--- config.mk ---
export PLATFORM = sky130hd
export DESIGN_NAME = poly_add_ctrl
export DESIGN_NICKNAME = d
export VERILOG_FILES = /design/src/rtl/poly_add_ctrl.sv
export SDC_FILE = /design/constraint.sdc
export NUM_CORES = 1
export LEC_CHECK = 0
export CORE_AREA = 4 4 129 131
export CTS_BUF_LIST = sky130_fd_sc_hd__clkbuf_4 sky130_fd_sc_hd__clkbuf_8
export DETAILED_ROUTE_END_ITERATION = 7
export DIE_AREA = 0 0 133 135
export PLACE_DENSITY = 0.67
export REMOVE_ABC_BUFFERS = 1
export SYNTH_ARGS = -nofsm -noshare
export SYNTH_HDL_FRONTEND = slang
export SYNTH_SLANG_ARGS = --single-unit
--- constraint.sdc ---
create_clock -name clk -period 2 [get_ports clk]
set_input_delay 0.4 -clock clk [delete_from_list [all_inputs] [get_ports clk]]
set_output_delay 0.4 -clock clk [all_outputs]
set_load 0.02 [all_outputs]
--- src/rtl/poly_add_ctrl.sv ---
// Sequencer for the dual-lane polynomial adder: streams two source polynomials
// out of banked coefficient RAM through the adder and writes results to a destination bank.
module poly_add_ctrl #(
    parameter int N_WORDS = 256,
    parameter int IDX_W   = 8,
    parameter int BANK_W  = 2,
    parameter int ADD_LAT = 2
) (
    input  logic                    clk,
    input  logic                    rst,
    input  logic                    start,
    input  logic [BANK_W-1:0]       cfg_src1,
    input  logic [BANK_W-1:0]       cfg_src2,
    input  logic [BANK_W-1:0]       cfg_dst,
    output logic                    busy,
    output logic                    done,
    output logic                    err,
    output logic                    rd_en,
    output logic [BANK_W+IDX_W-1:0] rd_addr1,
    output logic [BANK_W+IDX_W-1:0] rd_addr2,
    input  logic [47:0]             rd_data1,
    input  logic [47:0]             rd_data2,
    output logic                    add_in_flag,
    output logic [47:0]             add_din1,
    output logic [47:0]             add_din2,
    input  logic [47:0]             add_dout,
    input  logic                    add_out_flag,
    output logic                    wr_en,
    output logic [BANK_W+IDX_W-1:0] wr_addr,
    output logic [47:0]             wr_data
);

    if (ADD_LAT < 0 || N_WORDS < 1 || (2 ** IDX_W) < N_WORDS) begin : g_bad_params
        $error("poly_add_ctrl: inconsistent N_WORDS/IDX_W/ADD_LAT");
    end

    typedef enum logic [1:0] {IDLE, READ, DRAIN, DONE} state_e;

    localparam logic [IDX_W-1:0] LAST_IDX = IDX_W'(N_WORDS - 1);

    state_e            state_q, state_d;
    logic [BANK_W-1:0] src1_q, src1_d, src2_q, src2_d, dst_q, dst_d;
    logic [IDX_W-1:0]  rd_idx_q, rd_idx_d, wr_idx_q, wr_idx_d;
    logic              wr_full_q, wr_full_d;
    logic              wr_started_q, wr_started_d;
    logic              in_flag_q;
    logic              err_q, err_d;
    logic              accept, last_wr, err_set;

    assign busy    = (state_q == READ) || (state_q == DRAIN);
    assign done    = (state_q == DONE);
    assign rd_en   = (state_q == READ);
    // wr_full_q stands in for wr_idx == N_WORDS so the index never needs to wrap
    assign wr_en   = add_out_flag && busy && !wr_full_q;
    assign last_wr = wr_en && (wr_idx_q == LAST_IDX);

    assign err_set = (add_out_flag && !busy)
                   || (add_out_flag && busy && wr_full_q)
                   || (!add_out_flag && busy && wr_started_q && !wr_full_q);

    always_comb begin
        state_d      = state_q;
        src1_d       = src1_q;
        src2_d       = src2_q;
        dst_d        = dst_q;
        rd_idx_d     = rd_idx_q;
        wr_idx_d     = wr_idx_q;
        wr_full_d    = wr_full_q;
        wr_started_d = wr_started_q;
        accept       = 1'b0;

        case (state_q)
            IDLE: begin
                if (start) begin
                    accept       = 1'b1;
                    state_d      = READ;
                    src1_d       = cfg_src1;
                    src2_d       = cfg_src2;
                    dst_d        = cfg_dst;
                    rd_idx_d     = '0;
                    wr_idx_d     = '0;
                    wr_full_d    = 1'b0;
                    wr_started_d = 1'b0;
                end
            end
            READ: begin
                if (rd_idx_q == LAST_IDX) begin
                    state_d = DRAIN;
                end else begin
                    rd_idx_d = rd_idx_q + IDX_W'(1);
                end
            end
            DRAIN: begin
                if (last_wr || wr_full_q) begin
                    state_d = DONE;
                end
            end
            DONE:    state_d = IDLE;
            default: state_d = IDLE;
        endcase

        if (wr_en) begin
            wr_started_d = 1'b1;
            if (last_wr) begin
                wr_full_d = 1'b1;
            end else begin
                wr_idx_d = wr_idx_q + IDX_W'(1);
            end
        end

        err_d = accept ? 1'b0 : (err_q || err_set);
    end

    always_ff @(posedge clk) begin
        if (!rst) begin
            state_q      <= IDLE;
            src1_q       <= '0;
            src2_q       <= '0;
            dst_q        <= '0;
            rd_idx_q     <= '0;
            wr_idx_q     <= '0;
            wr_full_q    <= 1'b0;
            wr_started_q <= 1'b0;
            in_flag_q    <= 1'b0;
            err_q        <= 1'b0;
        end else begin
            state_q      <= state_d;
            src1_q       <= src1_d;
            src2_q       <= src2_d;
            dst_q        <= dst_d;
            rd_idx_q     <= rd_idx_d;
            wr_idx_q     <= wr_idx_d;
            wr_full_q    <= wr_full_d;
            wr_started_q <= wr_started_d;
            in_flag_q    <= rd_en;
            err_q        <= err_d;
        end
    end

    assign err         = err_q;
    assign rd_addr1    = {src1_q, rd_idx_q};
    assign rd_addr2    = {src2_q, rd_idx_q};
    assign add_in_flag = in_flag_q;
    assign add_din1    = rd_data1;
    assign add_din2    = rd_data2;
    assign wr_addr     = {dst_q, wr_idx_q};
    assign wr_data     = add_dout;

endmodule

==> impl_summary.md <==
Hold path
The launch point of the worst hold path is dst_q[0]. Along the worst hold path, the cell count comes to 2. The classification of the worst-slack hold path is reg2reg.

Timing
The final critical-path setup slack is 95.7 ps. The minimum hold slack is 462 ps. For the final database, setup skew stands at 3.61 ps.

For the pin with the worst max-slew slack, the measured transition is roughly 410 ps. The relative slew slack is 72.4%. Based on the critical path, the design can be clocked at up to 0.525 GHz. Setup repair after global routing left no endpoint under its margin. The total count of hold-check failures in the final report is 0. In the final timing run, aggregate negative setup slack is 0 ps. The number of failing setup endpoints in the final timing report is 0. The final number of max-transition violations was 0. The final clock period utilization by the worst path is 95.2%. Subtracting the final worst setup slack from the clock period gives between 1500 and 2000 ps.

Synth
A synthesized cell averages 8.10 µm². The share of flip-flops with an asynchronous set or reset is 0%. The post-synthesis instance area is 2610 µm².

For this run, the register share of the synthesized area comes to 21.5%. Counting flops and latches in the post-synthesis netlist gives 28. The most used flip-flop cell after synthesis is sky130_fd_sc_hd__dfxtp_1. The synthesized design devotes to its leading area cell type 43.8% of total area. For this run, the number of Yosys warnings is 0. The number of distinct standard cells referenced by the synthesized netlist is 51. The commonest cells after synthesis are sky130_fd_sc_hd__buf_4 (152), sky130_fd_sc_hd__nand2_1 (30), sky130_fd_sc_hd__dfxtp_1 (28), sky130_fd_sc_hd__a21oi_1 (15). The number of enable-type register cells in the synthesized netlist is 0.

Counting every instance in the synthesized netlist gives 322. Of all cell types, the one taking the most synthesized area is sky130_fd_sc_hd__buf_4. The leading cell type by number of instances after synthesis is sky130_fd_sc_hd__buf_4. By area the synthesized netlist is led by sky130_fd_sc_hd__buf_4 (44%), sky130_fd_sc_hd__dfxtp_1 (21%), sky130_fd_sc_hd__nand2_1 (4.3%).

Route
The number of DRC markers after the initial detailed-route iteration is around 110. The per-cell routed wire length is roughly 65 µm. Wires add up to ~29000 µm. Summing over every cut layer, the via total after detailed routing is 2035.

The number of detailed-routing iterations run before antenna repair is 4. After detailed routing, the number of remaining DRC violations is 0. The detail route stage leaves a number of antenna-violating nets equal to 0. Using the TritonRoute via totals, the vias-per-cell ratio works out to 4.55.

GRT
The number of global-route vias before repair is 1762. The global route total overflow is 0. The maximum number of pins on one net before global-route repair is 17. The first global-routing pass estimated 33200 µm of wire. The initial antenna violation count is 0. For this run, the total global-route usage over all layers was measured as 31.2%.

Setup path
The worst reg2reg path depth is 7. For this run, the slowest stage of the critical path takes about 670 ps. The kind of capture point of the worst setup path is a primary output. The critical path goes through clkdlybuf4s50_1.

In this run the number of cells on the critical path is 1. The class of the most critical setup path is reg2out. Along the worst path, the maximum fanout reaches 7. Counting both buffers and inverters, the worst setup path holds a total of 1. The launching element type of the critical path is a flip-flop. The startpoint identified for the worst register-to-register timing path is state_q[1].

Tracing the worst setup path back leads to its startpoint at rd_idx_q[4]. For the worst setup path, the data required time is 1600 ps. The critical path data arrival time is 1500 ps. The cell class contributing the biggest share of worst-path delay is buffers and inverters.

For this design, the slowest cell found on the critical path is sky130_fd_sc_hd__clkdlybuf4s50_1.

Cells and area
The sequential cells in the finished layout cover a total of 561 µm². The number of inserted filler cells in the final layout is 1778. The multi-input combinational cell area is 835 µm². The area overhead of the layout relative to synthesis is -9.84%.

The total number of nets in the final design is 393. The fraction of the core area covered by cells at the end of the flow is 15.1%. Cells with a size suffix above 1 make up 15.6% of the layout. The antenna diode count is 0.

Floorplan
The core area is between 15000 and 20000 µm². The die covers 18000 µm². The top-level I/O count is ~330. From left edge to right edge, the die measures 133 µm. From bottom edge to top edge, the die measures 135 µm. The floorplan row count is 46. For this configuration, the core starts out at a cell density of 16.7%.

Job
The max-cap violation count is 0.

CTS
Post-CTS timing repair inserted 0 buffers for setup. The CTS buffer count is 3. The clock passes through at most 2 buffers. In this run the number of H-tree levels came out at 1. The clock reaches the later pin of the worst-skew pair after 300 ps. After clock tree synthesis, the clock-pin slew on the worst setup and hold paths is 120 ps. Clock tree synthesis selected as its root buffer the cell sky130_fd_sc_hd__clkbuf_8.

TritonCTS built the clock tree. CTS saw 28 sinks.

Power
The ratio of total power to cell area is between 900 and 1000 nW/µm². For this design the static power due to leakage is approximately 0.00084 µW. The worst-case IR drop observed on VDD is roughly 0.46 mV.

Outcome
The flow ran to the end, and the final reports show no timing, DRC or antenna violations.

Placement
Before CTS, the worst setup slack after placement is -64.3 ps. At the end of routability-driven placement, the weighted congestion stood at 1.43. The count of port buffers added during placement is 45.

Summed over all nets, the half-perimeter wirelength after detailed placement is 27800 µm.
==> layer usage <==
layer  up-vias  track usage [%]  part of all wire [%]
li1        731                -                     -
met3        44             45.4                    30
met4         4             14.8                   6.0
met2       398             55.7                    51
met1       858             11.3                    13
met5         -             5.83                  0.42
==> sequential cells by signal, summed over array words and instances, names as in the netlist <==
name / cells
src1_q: 2
rd_idx_q: 8
src2_q: 2
wr_full_q: 1
state_q: 2
wr_started_q: 1
dst_q: 2
add_in_flag: 1
err: 1
wr_idx_q: 8
==> metrics by stage <==
step                      power, µW  cells  area (µm²)
final                          2340    447        2350
after global routing           2500    447        2350
after CTS                      2370    447        2360
after detailed placement       1900    443        2290
after global placement         1890    443        2290
after floorplan                1330    163        1430
==> repair_timing <==
item | 4_1_cts | 5_1_grt
gates resized for setup | 4 | 4
gates cloned | 0 | 0
hold buffers | 0 | 0
endpoints found under the setup margin | 4 | 2
==> final timing paths <==
path,end,slack [ps]
max reg2reg,wr_idx_q[7],200
max,rd_addr2[4],100
min,dst_q[0],460
min reg2reg,dst_q[0],460
==> where the power goes <==
part / switching, µW / internal (µW)
clock: 220 / 269
sequential: 42.5 / 633
combinational: 681 / 492
total: 943 / 1390
==> area by class of cell <==
type                            count  area share (%)
Tap cell                          216            11.5
Sequential cell                    28            23.8
Inverter                            9            1.44
Clock buffer                        3            1.76
Multi-Input combinational cell    126            35.5
Clock inverter                      1            1.28
Timing Repair Buffer               64            24.7
==> cell families after synthesis <==
logic type | count (synthesis) | synth area share (%)
muxes | 4 | 1.58
AOI/OAI and AO/OA | 42 | 11.7
DFF | 28 | 21.5
adders and majority gates | 7 | 3.36
buffers and inverters | 168 | 46.5
and+or+nand+nor | 73 | 15.4
==> placed cells by master (no fill, tap or decap), types with 4 or more instances in the layout <==
cell type / instances
sky130_fd_sc_hd__inv_1: 7
sky130_fd_sc_hd__clkdlybuf4s50_1: 41
sky130_fd_sc_hd__nand3_1: 7
sky130_fd_sc_hd__buf_4: 19
sky130_fd_sc_hd__nor2_1: 7
sky130_fd_sc_hd__ha_1: 7
sky130_fd_sc_hd__o211ai_1: 4
sky130_fd_sc_hd__dfxtp_1: 28
sky130_fd_sc_hd__a21oi_1: 15
sky130_fd_sc_hd__nand2_1: 30
(Power assumes the default switching activity.)
